## src/rtl/us_scan_scheduler_if.sv

```systemverilog
// Handshake bundle between the scan scheduler and its bank of ultrasonic ranging units.
// Unit i drives its 9-bit distance on meas_dist[9i+8:9i].
interface us_scan_scheduler_if #(
    parameter int N_SENS = 3
);
    logic [N_SENS-1:0]   meas_init;
    logic [N_SENS-1:0]   meas_done;
    logic [9*N_SENS-1:0] meas_dist;

    modport master (
        output meas_init,
        input  meas_done,
        input  meas_dist
    );

    modport slave (
        input  meas_init,
        output meas_done,
        output meas_dist
    );
endinterface

```

## src/rtl/us_scan_scheduler.sv

```systemverilog
// Round-robin scheduler for a bank of ultrasonic ranging units that share one acoustic space.
// Fires one unit at a time with a guard interval, stores each distance and flags obstacles.
module us_scan_scheduler #(
    parameter int N_SENS     = 3,
    parameter int CLK_HZ     = 100000000,
    parameter int INIT_US    = 3,
    parameter int TIMEOUT_US = 30000,
    parameter int GUARD_US   = 60000
) (
    input  logic                clk,
    input  logic                rst_n,
    input  logic                enable_i,
    input  logic                single_i,
    input  logic                start_i,
    input  logic [N_SENS-1:0]   mask_i,
    input  logic [8:0]          obst_thr_i,
    us_scan_scheduler_if.master bus,
    output logic [9*N_SENS-1:0] dist_out_o,
    output logic [N_SENS-1:0]   valid_o,
    output logic [N_SENS-1:0]   timeout_err_o,
    output logic [N_SENS-1:0]   obstacle_o,
    output logic [1:0]          cur_sel_o,
    output logic                busy_o,
    output logic                scan_done_o
);

    localparam int PRE_CNT  = (CLK_HZ / 1000000 > 0) ? (CLK_HZ / 1000000) : 1;
    localparam int PRE_W    = (PRE_CNT > 1) ? $clog2(PRE_CNT) : 1;
    localparam int US_MAX_A = (INIT_US > TIMEOUT_US) ? INIT_US : TIMEOUT_US;
    localparam int US_MAX   = (US_MAX_A > GUARD_US) ? US_MAX_A : GUARD_US;
    localparam int US_W     = $clog2(US_MAX + 1);

    localparam logic [PRE_W-1:0] PRE_LAST     = PRE_W'(PRE_CNT - 1);
    localparam logic [US_W-1:0]  US_SAT       = {US_W{1'b1}};
    localparam logic [US_W-1:0]  INIT_LAST    = US_W'(INIT_US - 1);
    localparam logic [US_W-1:0]  TIMEOUT_LAST = US_W'(TIMEOUT_US - 1);
    localparam logic [US_W-1:0]  GUARD_LAST   = US_W'(GUARD_US - 1);
    localparam logic [8:0]       DIST_NONE    = 9'd511;

    typedef enum logic [2:0] {
        ST_IDLE   = 3'd0,
        ST_SELECT = 3'd1,
        ST_LAUNCH = 3'd2,
        ST_WAIT   = 3'd3,
        ST_GUARD  = 3'd4,
        ST_NEXT   = 3'd5
    } state_t;

    // Returns {found, index} of the next set mask bit; search starts at 0 on the first sweep.
    function automatic logic [2:0] pick_next(input logic [N_SENS-1:0] m,
                                             input logic [1:0] cur,
                                             input logic first);
        int         cand;
        logic       found;
        logic       hit;
        logic [1:0] idx;
        found = 1'b0;
        idx   = 2'd0;
        for (int k = 0; k < N_SENS; k++) begin
            cand  = first ? k : ((int'(cur) + 1 + k) % N_SENS);
            hit   = ~found & m[cand];
            idx   = hit ? 2'(cand) : idx;
            found = found | m[cand];
        end
        return {found, idx};
    endfunction

    function automatic logic any_after(input logic [N_SENS-1:0] m, input logic [1:0] cur);
        logic any;
        any = 1'b0;
        for (int i = 0; i < N_SENS; i++) begin
            any = any | ((i > int'(cur)) & m[i]);
        end
        return any;
    endfunction

    function automatic logic [N_SENS-1:0] onehot(input logic [1:0] idx);
        logic [N_SENS-1:0] v;
        for (int i = 0; i < N_SENS; i++) begin
            v[i] = (i == int'(idx));
        end
        return v;
    endfunction

    state_t              state_q;
    logic [PRE_W-1:0]    pre_q;
    logic [US_W-1:0]     us_q;
    logic [N_SENS-1:0]   done_s1_q;
    logic [N_SENS-1:0]   done_s2_q;
    logic [N_SENS-1:0]   done_prev_q;
    logic [N_SENS-1:0]   meas_init_q;
    logic [9*N_SENS-1:0] dist_q;
    logic [N_SENS-1:0]   valid_q;
    logic [N_SENS-1:0]   terr_q;
    logic [N_SENS-1:0]   obst_q;
    logic [1:0]          cur_sel_q;
    logic                busy_q;
    logic                scan_done_q;
    logic                first_q;

    logic                tick_s;
    logic [N_SENS-1:0]   rise_s;
    logic [2:0]          pick_s;
    logic                wrap_s;
    logic [8:0]          cap_s;

    assign tick_s = (pre_q == PRE_LAST);
    assign rise_s = done_s2_q & ~done_prev_q;
    assign pick_s = pick_next(mask_i, cur_sel_q, first_q);
    assign wrap_s = ~any_after(mask_i, cur_sel_q);
    assign cap_s  = bus.meas_dist[9*int'(cur_sel_q) +: 9];

    assign bus.meas_init = meas_init_q;
    assign dist_out_o    = dist_q;
    assign valid_o       = valid_q;
    assign timeout_err_o = terr_q;
    assign obstacle_o    = obst_q;
    assign cur_sel_o     = cur_sel_q;
    assign busy_o        = busy_q;
    assign scan_done_o   = scan_done_q;

    // Scan FSM with prescaler, us counter, done synchronizers and per-sensor result registers.
    always_ff @(posedge clk or negedge rst_n) begin
        if (!rst_n) begin
            state_q     <= ST_IDLE;
            pre_q       <= '0;
            us_q        <= '0;
            done_s1_q   <= '0;
            done_s2_q   <= '0;
            done_prev_q <= '0;
            meas_init_q <= '0;
            dist_q      <= '0;
            valid_q     <= '0;
            terr_q      <= '0;
            obst_q      <= '0;
            cur_sel_q   <= 2'd0;
            busy_q      <= 1'b0;
            scan_done_q <= 1'b0;
            first_q     <= 1'b1;
        end else begin
            done_s1_q   <= bus.meas_done;
            done_s2_q   <= done_s1_q;
            done_prev_q <= done_s2_q;
            scan_done_q <= 1'b0;

            if (tick_s) begin
                pre_q <= '0;
                if (us_q != US_SAT) begin
                    us_q <= us_q + 1'b1;
                end
            end else begin
                pre_q <= pre_q + 1'b1;
            end

            // Threshold follows obst_thr every cycle; a capture below overrides its own slot.
            for (int i = 0; i < N_SENS; i++) begin
                obst_q[i] <= valid_q[i] & (dist_q[9*i +: 9] < obst_thr_i);
            end

            case (state_q)
                ST_IDLE: begin
                    if (enable_i && (|mask_i) && (!single_i || start_i)) begin
                        state_q <= ST_SELECT;
                        busy_q  <= 1'b1;
                    end
                end
                ST_SELECT: begin
                    if (pick_s[2]) begin
                        cur_sel_q   <= pick_s[1:0];
                        first_q     <= 1'b0;
                        pre_q       <= '0;
                        us_q        <= '0;
                        meas_init_q <= onehot(pick_s[1:0]);
                        state_q     <= ST_LAUNCH;
                    end else begin
                        state_q <= ST_IDLE;
                        busy_q  <= 1'b0;
                    end
                end
                ST_LAUNCH: begin
                    if (tick_s && (us_q == INIT_LAST)) begin
                        meas_init_q <= '0;
                        pre_q       <= '0;
                        us_q        <= '0;
                        state_q     <= ST_WAIT;
                    end
                end
                ST_WAIT: begin
                    // An echo landing on the timeout cycle still counts as a measurement.
                    if (rise_s[cur_sel_q]) begin
                        dist_q[9*int'(cur_sel_q) +: 9] <= cap_s;
                        valid_q[cur_sel_q]             <= 1'b1;
                        terr_q[cur_sel_q]              <= 1'b0;
                        obst_q[cur_sel_q]              <= (cap_s < obst_thr_i);
                        pre_q                          <= '0;
                        us_q                           <= '0;
                        state_q                        <= ST_GUARD;
                    end else if (tick_s && (us_q == TIMEOUT_LAST)) begin
                        dist_q[9*int'(cur_sel_q) +: 9] <= DIST_NONE;
                        valid_q[cur_sel_q]             <= 1'b0;
                        terr_q[cur_sel_q]              <= 1'b1;
                        obst_q[cur_sel_q]              <= 1'b0;
                        pre_q                          <= '0;
                        us_q                           <= '0;
                        state_q                        <= ST_GUARD;
                    end
                end
                ST_GUARD: begin
                    if (tick_s && (us_q == GUARD_LAST)) begin
                        state_q <= ST_NEXT;
                    end
                end
                ST_NEXT: begin
                    scan_done_q <= wrap_s;
                    if ((wrap_s && single_i) || !enable_i || (mask_i == '0)) begin
                        state_q <= ST_IDLE;
                        busy_q  <= 1'b0;
                    end else begin
                        state_q <= ST_SELECT;
                    end
                end
                default: begin
                    state_q     <= ST_IDLE;
                    busy_q      <= 1'b0;
                    meas_init_q <= '0;
                end
            endcase
        end
    end

endmodule
```

## src/flat_wrapper.sv

```systemverilog
// flat-port wrapper written by rule: the top's interface ports become plain ports
module us_scan_scheduler_flat 
#(
    parameter int N_SENS     = 3,
    parameter int CLK_HZ     = 100000000,
    parameter int INIT_US    = 3,
    parameter int TIMEOUT_US = 30000,
    parameter int GUARD_US   = 60000
)
  (clk, rst_n, enable_i, single_i, start_i, mask_i, obst_thr_i, dist_out_o, valid_o, timeout_err_o, obstacle_o, cur_sel_o, busy_o, scan_done_o, bus_meas_init, bus_meas_done, bus_meas_dist);
  us_scan_scheduler_if #(.N_SENS(N_SENS)) bus_i ();
  input  logic clk;
  input  logic rst_n;
  input  logic enable_i;
  input  logic single_i;
  input  logic start_i;
  input  logic [N_SENS-1:0] mask_i;
  input  logic [8:0] obst_thr_i;
  output logic [9*N_SENS-1:0] dist_out_o;
  output logic [N_SENS-1:0] valid_o;
  output logic [N_SENS-1:0] timeout_err_o;
  output logic [N_SENS-1:0] obstacle_o;
  output logic [1:0] cur_sel_o;
  output logic busy_o;
  output logic scan_done_o;
  output wire logic [$bits(bus_i.meas_init)-1:0] bus_meas_init;
  input wire logic [$bits(bus_i.meas_done)-1:0] bus_meas_done;
  input wire logic [$bits(bus_i.meas_dist)-1:0] bus_meas_dist;
  assign bus_meas_init = bus_i.meas_init;
  assign bus_i.meas_done = bus_meas_done;
  assign bus_i.meas_dist = bus_meas_dist;
  us_scan_scheduler #(.N_SENS(N_SENS), .CLK_HZ(CLK_HZ), .INIT_US(INIT_US), .TIMEOUT_US(TIMEOUT_US), .GUARD_US(GUARD_US)) u_core (.clk(clk), .rst_n(rst_n), .enable_i(enable_i), .single_i(single_i), .start_i(start_i), .mask_i(mask_i), .obst_thr_i(obst_thr_i), .bus(bus_i), .dist_out_o(dist_out_o), .valid_o(valid_o), .timeout_err_o(timeout_err_o), .obstacle_o(obstacle_o), .cur_sel_o(cur_sel_o), .busy_o(busy_o), .scan_done_o(scan_done_o));
endmodule
```

## config.mk

```make
export PLATFORM = sky130hd
export DESIGN_NAME = us_scan_scheduler_flat
export DESIGN_NICKNAME = d
export VERILOG_FILES = /design/src/rtl/us_scan_scheduler_if.sv /design/src/rtl/us_scan_scheduler.sv /design/src/flat_wrapper.sv
export SDC_FILE = /design/constraint.sdc
export NUM_CORES = 1
export LEC_CHECK = 0
export CAP_MARGIN = 10
export CELL_PAD_IN_SITES_DETAIL_PLACEMENT = 0
export CELL_PAD_IN_SITES_GLOBAL_PLACEMENT = 2
export CORE_MARGIN = 1
export CORE_UTILIZATION = 35
export CTS_BUF_LIST = sky130_fd_sc_hd__clkbuf_8 sky130_fd_sc_hd__clkbuf_16
export DETAILED_ROUTE_END_ITERATION = 16
export PLACE_DENSITY_LB_ADDON = 0.1
export SLEW_MARGIN = 10
export SYNTH_ARGS = -nofsm -noshare
export SYNTH_HDL_FRONTEND = slang
export SYNTH_SLANG_ARGS = --single-unit
```

## constraint.sdc

```tcl
create_clock -name clk -period 5.1 [get_ports clk]
set_input_delay 1.02 -clock clk [delete_from_list [all_inputs] [get_ports clk]]
set_output_delay 1.02 -clock clk [all_outputs]
set_load 0.05 [all_outputs]
```

Word-level counts from Yosys, hierarchy flattened. Cells that the tools add are included.

Output and inout bits: 43. Memory bits (writable): 0. Logic and storage cells: 166. Register bits: 79. Input port bits: 47. Bits in read-only memories: 0. Memories: 0. Latch bits: 0.

Equal/unequal tests: 19. Divide/modulo/power cells: 3. Shift-type cells: 4. $mul: 1. Bitwise logic cells: 23. Reduce and logical (&&, ||, !) cells: 24. Order comparisons: 11. Add/subtract/negate cells: 6. Mux-type cells: 60.

Operator list (number): less-than comparator 32 x 4 -> 1 bit, second input constant (3); remainder unit 32 x 3 -> 32 bit, second input constant (3); two-way mux 16 bit (6); two-way mux 32 bit (3); bitwise mux 27 bit (2); two-way mux 27 bit (2); one-hot mux 16 bit (3 select lines) (1); two-way mux 3 bit (14); less-than comparator 9 bit (4); two-way mux 7 bit (5); negation 32 -> 33 bit (1); variable shift 9 x 33 -> 27 bit, first input constant (1); indexed part select 9 x 33 -> 27 bit (1); indexed part select 9 x 33 -> 27 bit, first input constant (1); adder 32 x 2 -> 32 bit, second input constant (1); adder 32 x 3 -> 32 bit, second input constant (1); indexed part select 27 x 32 -> 9 bit (1); one-hot mux 7 bit (3 select lines) (1); one-hot mux 3 bit (6 select lines) (1); adder 16 x 1 -> 16 bit, second input constant (1); equality test 16 x 15 -> 1 bit, second input constant (1); equality test 16 bit, second input constant (1); equality test 16 x 2 -> 1 bit, second input constant (1); inequality test 16 bit, second input constant (1); other kinds (39) (94).

Logic depth before layout (Yosys ltp). Gate-level depths: netlist of run 1.

Depth after elaboration: 14. Gate-level depth with buffers: 12. Mapped depth without buffers: 10.

Worst setup path after synthesis of run 1. OpenSTA, ideal clock, no wires.

Path kind: flip-flop to flip-flop. Start point: register u_core.cur_sel_q[1], in the netlist u_core.cur_sel_o[1]. End point: register u_core.meas_init_q[0], in the netlist u_core.bus.meas_init[0]. Slack: 1740 ps. Buffers on the path: 2. Arrival time: 3235 ps. Required time: 4975 ps. Setup time: 125 ps. Clock period less this slack: 3360 ps. Cell stages (with the launch flop): 11. Cell sequence: dfrtp_1 clkbuf_1 buf_1 inv_1 ha_1 inv_1 nand3_1 o221ai_1 o31ai_4 o311a_1 mux2_4.

Word-level cells in the longest chain between the ends: 14. Elaborated cells on any way between the ends: 32. Those cells by class: 3 x add/sub; 3 x div; 1 x eq/ne; 17 x mux; 6 x bitwise; 2 x reduce/logical.

Ends and longest elaborated chain: from (decl) (RTL line us_scan_scheduler.sv:96) `logic [1:0] cur_sel_q;`; from (signal assigned) (RTL line us_scan_scheduler.sv:169) `cur_sel_q <= pick_s[1:0];`; adder 2 x 1 -> 3 bit (*) (RTL line us_scan_scheduler.sv:60) `cand = first ? k : ((int'(cur) + 1 + k) % N_SENS);`; adder 32 x 2 -> 32 bit (RTL line us_scan_scheduler.sv:60); remainder unit 32 x 3 -> 32 bit (RTL line us_scan_scheduler.sv:60); two-way mux 32 bit (RTL line us_scan_scheduler.sv:60); binary-select mux 1 bit (select 2 bit) (RTL line us_scan_scheduler.sv:61, us_scan_scheduler.sv:63); two-way mux 1 bit (implied by the code) (2 in series) (RTL line us_scan_scheduler.sv:61, us_scan_scheduler.sv:63); OR 1 bit (RTL line us_scan_scheduler.sv:63) `found = found | m[cand];`; inverter 1 bit (RTL line us_scan_scheduler.sv:61) `hit = ~found & m[cand];`; bitwise AND 1 bit (RTL line us_scan_scheduler.sv:61); two-way mux 2 bit (RTL line us_scan_scheduler.sv:62) `idx = hit ? 2'(cand) : idx;`; logical NOT 2 bit (RTL line us_scan_scheduler.sv:80) `v[i] = (i == int'(idx));`; two-way mux 3 bit (RTL line us_scan_scheduler.sv:168) `if (pick_s[2]) begin`; one-hot mux 3 bit (3 select lines) (RTL line us_scan_scheduler.sv:160) `case (state_q)`; to (signal assigned) (RTL line us_scan_scheduler.sv:173) `meas_init_q <= onehot(pick_s[1:0]);`; to (decl) (RTL line us_scan_scheduler.sv:91) `logic [N_SENS-1:0] meas_init_q;`.

Mark *: on every way between the ends. The rest lies on a longest branch, timed or not. The select of a mux whose other input is x is not followed. A chain may end at the register's enable or synchronous reset.

Worst setup path in the final report of run 1.
Start point: register u_core.cur_sel_q[0], in the netlist u_core.cur_sel_o[0]. End point: register u_core.meas_init_q[0], in the netlist u_core.bus.meas_init[0].

Same word-level chain as after synthesis.

==> results of run 1 <==
report_power, final:
group / total, mW / internal, mW / switching [mW] / leakage [nW]
logic: 1.84 / 0.685 / 1.16 / 1.45
clock network: 0.652 / 0.376 / 0.276 / 0.147
registers: 1.03 / 0.810 / 0.216 / 1.01
sequential cells by signal, indices dropped and copies added, names as in the netlist, named ones only:
signal                count
u_core.dist_out_o        27
u_core.us_q              16
u_core.pre_q              7
u_core.bus.meas_init      3
u_core.done_prev_q        3
u_core.done_s1_q          3
u_core.done_s2_q          3
u_core.obstacle_o         3
u_core.state_q            3
u_core.cur_sel_o          2
u_core.busy_o             1
u_core.first_q            1
u_core.scan_done_o        1
metal layers:
metal  track usage  up-vias  wire length, um
met1         0.254     1953             5980
li1              -     1983                -
met3        0.0463       22              593
met4        0.0799        0              323
met5             0        -                0
met2         0.349       83             6740
cell type report:
class | instances | area, sq um
fillers | 1316 | 7140
multi-input cells | 368 | 2600
flip-flops and latches | 79 | 1980
repair buffers | 89 | 888
clock buffers | 12 | 267
well taps | 176 | 220
inverters | 31 | 116
clock inverters | 4 | 36.3
critical path, stage by stage (launching register included):
cell	delay (ps)
dfrtp_1	830
inv_1	400
ha_1	680
inv_1	210
nand3_1	130
o221ai_1	270
o31ai_4	520
o311a_1	310
mux2_4	310
metrics by stage:
stage               hold WS (ps)  cell area, sq um  power, mW
detailed placement           336              5800       2.89
global placement             333              5800       2.86
floorplan                    331              4760       2.28
finish                       349              6110       3.52
global route                 359              6110       3.76
CTS                          353              6100       3.56
cells by family after synthesis:
| logic type | after synthesis | synth area share |
|---|---|---|
| AOI/OAI and AO/OA | 123 | 0.192 |
| xor gates and xnor gates | 15 | 0.0276 |
| adders and majority gates | 40 | 0.105 |
| buffers and inverters | 47 | 0.0392 |
| DFF | 79 | 0.416 |
| muxes | 11 | 0.0245 |
| and+or+nand+nor | 179 | 0.196 |
worst min path at each step:
| stage | startpoint | depth (start not counted) | slack, ps | endpoint |
|---|---|---|---|---|
| 6_report | u_core.done_s1_q[0]$_DFF_PN0_ | 0 | 350 | u_core.done_s2_q[0]$_DFF_PN0_ |
| 5_1_grt | u_core.done_s1_q[2]$_DFF_PN0_ | 0 | 360 | u_core.done_s2_q[2]$_DFF_PN0_ |
| 2_1_floorplan | u_core.done_s1_q[0]$_DFF_PN0_ | 0 | 330 | u_core.done_s2_q[0]$_DFF_PN0_ |
| 3_5_place_dp | u_core.done_s1_q[2]$_DFF_PN0_ | 0 | 340 | u_core.done_s2_q[2]$_DFF_PN0_ |
| 3_3_place_gp | u_core.done_s1_q[1]$_DFF_PN0_ | 0 | 330 | u_core.done_s2_q[1]$_DFF_PN0_ |
| 4_1_cts | u_core.done_s1_q[0]$_DFF_PN0_ | 0 | 350 | u_core.done_s2_q[0]$_DFF_PN0_ |
cell usage in the layout, fill, tap and decap left out, types with 9 or more instances in the layout:
cell type        instances
a21o_1                  10
a21oi_1                 13
a2bb2oi_1               14
clkbuf_16                9
clkdlybuf4s50_1         88
dfrtp_1                 78
ha_1                    40
inv_1                   31
mux2i_1                  9
nand2_1                 34
nand3_1                 22
nor2_1                  51
nor2b_1                  9
nor3_1                  19
o21ai_0                 26
o22a_1                  11
xnor2_1                 11
==> flow_summary.ini, run 1 <==
[cts]
ctsResizeCount = 0
cts_root_buffer = clkbuf_16
cts_setup_buffers = 0
cts_buffers = 9
tritoncts = done
htreeDepth = 3
clkTransAtPathRegs_ps = 60
cts_buffer_depth = 2
cts_hold_buf = 0
tritoncts_num_sinks = 79
clk_latency_ps = 350

[yosys]
synth_cells = 494
ys_seq_elements = 79
async_flop_share = 1.00
yosys_warnings = 0
yosys-top-cells-count = dfrtp_1 (78), nor2_1 (51), ha_1 (40)
ys_seq_area_frac = 0.416
yosysTopAreaCell = dfrtp_1
syn_area_per_cell_sq_um = 9.63
netlist_area_sq_um = 4760
syn_nets = 581
synth_edf_count = 0
synth_cell_types = 68
synth_flop_cell = dfrtp_1
yosysTopAreaCellShare = 0.410
synth.most_common_cell = dfrtp_1
yosys-top-cells-area = dfrtp_1 (41%), ha_1 (11%), nor2_1 (4.0%), o21ai_0 (2.7%), nand2_1 (2.7%)

[worst_setup_path]
endpoint = u_core.bus.meas_init[0]$_DFFE_PN0P_
required_ps = 5340
cp-end-kind = register
crit_path_start = u_core.cur_sel_o[0]$_DFFE_PN0P_
crit_fanout = 27
ff2ff_path_depth = 8
start_kind = register
cp.arrival_ps = 4020
path_class = reg2reg
r2r_start = u_core.cur_sel_o[0]$_DFFE_PN0P_
r2r_end = u_core.bus.meas_init[0]$_DFFE_PN0P_
regToRegSetupSlack_ps = 1320

[placed_design]
place_ws_ps = 1320
port_buffers = 89
place.gp.congestion = 0.843
dp_cells = 743
dpl.hpwl_um = 10500

[grt]
track_usage = 0.206
grt_pass1_wl_um = 22200
grt_pass1_vias = 4088
grt-ovfl-total = 0
grt_max_degree = 80
antenna_found_initial = 0

[flow_run]
drv_cap = 0

[drt]
drc = 0
antenna_left = 0
avgViaCountPerCell = 5.32
drt_iter0_drc = 215
route.vias.total = 4041
wire_per_inst_um = 18.0
totalWireLength_um = 13600
dr.pass1.iters = 4

[floorplan]
die_area_sq_um = 14100
core_sq_um = 13200
die_h_um = 119
num_io_pins = 90
die_width_um = 119
start_util = 0.359
rows = 42

[timing]
setup_tns_ps = 0
max_freq_mhz = 264
finalSetupViolCount = 0
hold_viol = 0
setup_ws_ps = 1320
tightest_slew_ps = 1030
max_slew_margin = 0.313
skew_ps = 12.0
rsz0062_at_grt = no
finalCritPeriodShare = 0.742
period_needed_ps = 3780
drv_slew = 0

[final_layout]
drive_above_1_share = 0.0635
final_cells = 759
finalNetCount = 665
area_growth_pct = 28.3
fin_util = 0.461
num_antenna_cells = 0

[power_and_ir_drop]
p_per_area_nw_per_um2 = 577
p_leak_nw = 2.61
peakVddDrop_v = 0.000253

[run_status]
status = finished, final reports clean

[worst_hold_path]
hp-class = reg2reg
Power figures use the tool's default switching activity.
==> inputs of run 2 (changes only) <==
Settings changed: CORE_UTILIZATION 35 to 33.
Clock period 5.1 ns to 3.8 ns, I/O delays scaled along.
==> flow_summary.ini, run 2 (synthesized netlist as in run 1, its figures left out) <==
[timing]
max_freq_mhz = 347
drv_slew = 0
setup_tns_ps = 0
hold_viol = 0
rsz0062_at_grt = no
tightest_slew_ps = 1050
skew_ps = 8.04
max_slew_margin = 0.300
period_needed_ps = 2880
finalCritPeriodShare = 0.758
finalSetupViolCount = 0

[worst_setup_path]
cp-end-kind = register
cp_common_cell = inv_1
cp.arrival_ps = 3110
cp_top_family = compound AO/OA/AOI/OAI gates
path_class = reg2reg
required_ps = 4030
cp.buffers_inverters = 2
slowest_delay_ps = 640
critPathSlowestCell = ha_1
start_kind = register
worstPathCellList = inv_1, ha_1, inv_1, nand3_1, o221ai_1, o31ai_4, o311a_1, mux2_4
crit_fanout = 15

[run_status]
status = finished, final reports clean

[floorplan]
core_sq_um = 14000
die_h_um = 122
die_width_um = 122
start_util = 0.340
die_area_sq_um = 14900
rows = 43
num_io_pins = 90

[drt]
totalWireLength_um = 13900
wire_per_inst_um = 18.2
dr.pass1.iters = 5
antenna_left = 0
drc = 0
avgViaCountPerCell = 5.40
drt_iter0_drc = 199
route.vias.total = 4146

[grt]
grt_pass1_vias = 4091
antenna_found_initial = 0
grt_pass1_wl_um = 22300
track_usage = 0.200
grt-ovfl-total = 0
grt_max_degree = 80

[final_layout]
drive_above_1_share = 0.0697
num_antenna_cells = 0
final_common_cell = clkdlybuf4s50_1
nFillCells = 1372
seq_area_sq_um = 1980
area_growth_pct = 28.9
largest_reg_flops = 27
multi_input_area_sq_um = 2590
finalNetCount = 670
final_design_area_no_fill_sq_um = 6130
mostFrequentLayoutCells = clkdlybuf4s50_1 (88), dfrtp_1 (78), nor2_1 (51)

[cts]
tritoncts_num_sinks = 79
cts_buffers = 9
htreeDepth = 3
cts_hold_buf = 0
cts_buffer_depth = 2
cts_root_buffer = clkbuf_16
tritoncts = done
ctsResizeCount = 0
clkTransAtPathRegs_ps = 60
cts_setup_buffers = 0
clk_latency_ps = 350

[placed_design]
dpl.hpwl_um = 10400
place.gp.congestion = 0.823
dpl_cell_area_sq_um = 5840
port_buffers = 89

[power_and_ir_drop]
p_per_area_nw_per_um2 = 774
p_leak_nw = 2.63
peakVddDrop_v = 0.000285

[flow_run]
drv_cap = 0

[worst_hold_path]
hp-class = reg2reg
-- run 2: path summary, 6_finish.rpt --
check | startpoint | end | slack (ps) | depth (start not counted)
setup / recovery | u_core.cur_sel_o[1]$_DFFE_PN0P_ | u_core.bus.meas_init[0]$_DFFE_PN0P_ | 920 | 8
min in group asynchronous | rst_n | u_core.dist_out_o[6]$_DFFE_PN0P_ | 570 | 1
max in group asynchronous | rst_n | u_core.us_q[8]$_DFF_PN0_ | 2520 | 1
setup reg to reg | u_core.cur_sel_o[1]$_DFFE_PN0P_ | u_core.bus.meas_init[0]$_DFFE_PN0P_ | 920 | 8
hold reg to reg | u_core.done_s1_q[2]$_DFF_PN0_ | u_core.done_s2_q[2]$_DFF_PN0_ | 350 | 0
hold / removal | u_core.done_s1_q[2]$_DFF_PN0_ | u_core.done_s2_q[2]$_DFF_PN0_ | 350 | 0
-- run 2: per-layer routing --
layer  routed length, um  track usage  vias up
met5                   0            0        -
met2                6890        0.342      118
met3                 745       0.0403       18
li1                    -            -     1991
met1                6070        0.250     2019
met4                 246       0.0678        0
-- run 2: through the flow --
step | total power, mW | worst slack (ps) | hold WS (ps) | instances | utilization
4_1_cts | 4.80 | 870 | 350 | 768 | 0.438
6_report | 4.75 | 918 | 348 | 768 | 0.438
5_1_grt | 5.07 | 672 | 364 | 768 | 0.438
2_1_floorplan | 3.06 | 440 | 331 | 494 | -
3_3_place_gp | 3.90 | 545 | 335 | 752 | 0.417
3_5_place_dp | 3.92 | 508 | 337 | 752 | 0.417
-- run 2: final cells by class --
class | count | area share
flip-flops and latches | 79 | 0.323
multi-input cells | 368 | 0.423
clock buffers | 12 | 0.0435
well taps | 180 | 0.0367
repair buffers | 94 | 0.151
clock inverters | 4 | 0.00428
inverters | 31 | 0.0190
-- run 2: worst reg2reg max path, delay by kind of cell, from the launching register on --
family          cells  cell delay, ps
compound gates      3            1050
fa+ha+maj           1             640
flops               1             340
mux                 1             310
buf+inv             2             300
simple gates        1             140
-- run 2: report_power, final --
| part | internal, mW | leakage [nW] | switching (mW) |
|---|---|---|---|
| Sequential | 1.09 | 1.01 | 0.250 |
| Combinational | 0.937 | 1.48 | 1.62 |
| Clock | 0.496 | 0.145 | 0.360 |
==> inputs of run 3 (changes only) <==
Settings changed: CORE_UTILIZATION 33 to 29.
Clock period 3.8 ns to 2.48 ns, I/O delays scaled along.
==> flow_summary.ini, run 3 (synthesized netlist as in run 1, its figures left out) <==
[placed_design]
dpl_cell_area_sq_um = 6340
dp_cells = 837
place.gp.congestion = 0.816
dpl.hpwl_um = 11600
port_buffers = 89

[floorplan]
core_sq_um = 15900
num_io_pins = 90
die_area_sq_um = 16900
die_h_um = 130
rows = 46
start_util = 0.298
die_width_um = 130

[power_and_ir_drop]
p_per_area_nw_per_um2 = 1170
power_frac_comb = 0.565
p_int_mw = 4.32
power_frac_clock = 0.175
power_frac_seq = 0.260
swShare = 0.450
power_mw = 7.86
switchingPower_mw = 3.54
peakVddDrop_v = 0.000567
p_leak_nw = 2.92

[cts]
clk_latency_ps = 340
cts_root_buffer = clkbuf_16
tritoncts_num_sinks = 79
htreeDepth = 3
cts_buffers = 9
cts_buffer_depth = 2
clkTransAtPathRegs_ps = 60
tritoncts = done

[grt]
grt_use_met2 = 0.327
grt_pass1_wl_um = 22900
track_usage = 0.183
grt_busiest_layer = met2
use_met1 = 0.222
grt_pass1_vias = 4305
grt_max_degree = 41
antenna_found_initial = 0
use_met3 = 0.0308
grt-ovfl-total = 0

[worst_setup_path]
start_kind = register
cp.arrival_ps = 2560
regToRegSetupSlack_ps = 150
crit_fanout = 3
path_class = reg2reg
cp-end-kind = register
required_ps = 2710

[timing]
finalHoldWorstSlack_ps = 155
finalSetupViolCount = 0
hold_viol = 0
period_needed_ps = 2330
max_freq_mhz = 429
finalCritPeriodShare = 0.940
skew_ps = 8.33
tightest_slew_ps = 608
rsz0062_at_grt = no
max_slew_margin = 0.592
drv_slew = 0

[worst_hold_path]
hp-class = in2async

[final_layout]
final_design_area_no_fill_sq_um = 6710
final_cells = 855
num_antenna_cells = 0
largest_reg_flops = 27
drive_above_1_share = 0.164
final_common_cell = clkdlybuf4s50_1
area_growth_pct = 41.0
mostFrequentLayoutCells = clkdlybuf4s50_1 (87), dfrtp_1 (76), buf_4 (52)
finalNetCount = 721

[drt]
drt_iter0_drc = 130
totalWireLength_um = 15000
avgViaCountPerCell = 4.94
route.vias.total = 4225
dr.pass1.iters = 4
antenna_left = 0
drc = 0
wire_per_inst_um = 17.5

[run_status]
status = finished, final reports clean

[flow_run]
drv_cap = 0
## run 3: worst paths after layout
path	startpoint	to	depth (start not counted)
max	u_core.pre_q[0]$_DFF_PN0_	u_core.bus.meas_init[2]$_DFFE_PN0P_	7
min	rst_n	u_core.dist_out_o[6]$_DFFE_PN0P_	1
max reg2reg	u_core.pre_q[0]$_DFF_PN0_	u_core.bus.meas_init[2]$_DFFE_PN0P_	7
min reg2reg	u_core.done_s1_q[0]$_DFF_PN0_	u_core.done_s2_q[0]$_DFF_PN0_	0
max in group asynchronous	rst_n	u_core.dist_out_o[12]$_DFFE_PN0P_	2
min in group clk	u_core.done_s1_q[0]$_DFF_PN0_	u_core.done_s2_q[0]$_DFF_PN0_	0
## run 3: layer usage
layer	wire [um]	share of wire
met3	547	0.037
met4	169	0.011
met5	0	0
met2	7650	0.51
met1	6580	0.44
## run 3: timing repair
item / 4_1_cts / 5_1_grt
hold buffers: 0 / 0
pin swaps: 0 / 1
gates resized for setup: 2 / 12
endpoints found under the setup margin: 2 / 8
setup buffers: 0 / 2
## run 3: cell type report
type	instances	area, sq um
clock inverters	5	55.1
multi-input cells	368	2670
clock buffers	11	253
fillers	1586	9230
repair buffers	145	1370
flip-flops and latches	79	1980
inverters	31	116
well taps	216	270
## run 3: critical path, cell delays in order, from the launching register on
cell and delay, ps:
dfrtp_1 380, ha_2 210, nor4b_4 300, nand3_2 130, or4_4 550, o311a_1 340
buf_4 160, a21o_1 170
## run 3: power groups by stage
stage / sequential, mW / combinational (mW) / clock, mW
2_1_floorplan: 3.03 / 1.74 / 0
3_3_place_gp: 2.06 / 4.38 / 0
3_5_place_dp: 2.06 / 4.41 / 0
4_1_cts: 2.04 / 4.43 / 1.42
5_1_grt: 2.10 / 4.78 / 1.47
6_report: 2.04 / 4.44 / 1.38
## run 3: through the flow
stage	setup TNS, ps	util	setup slack [ps]
after floorplan	-956	-	-228
after global placement	-323	0.398	-124
after detailed placement	-555	0.398	-154
after CTS	0	0.417	71.2
after global routing	0	0.421	13.3
final	0	0.421	148
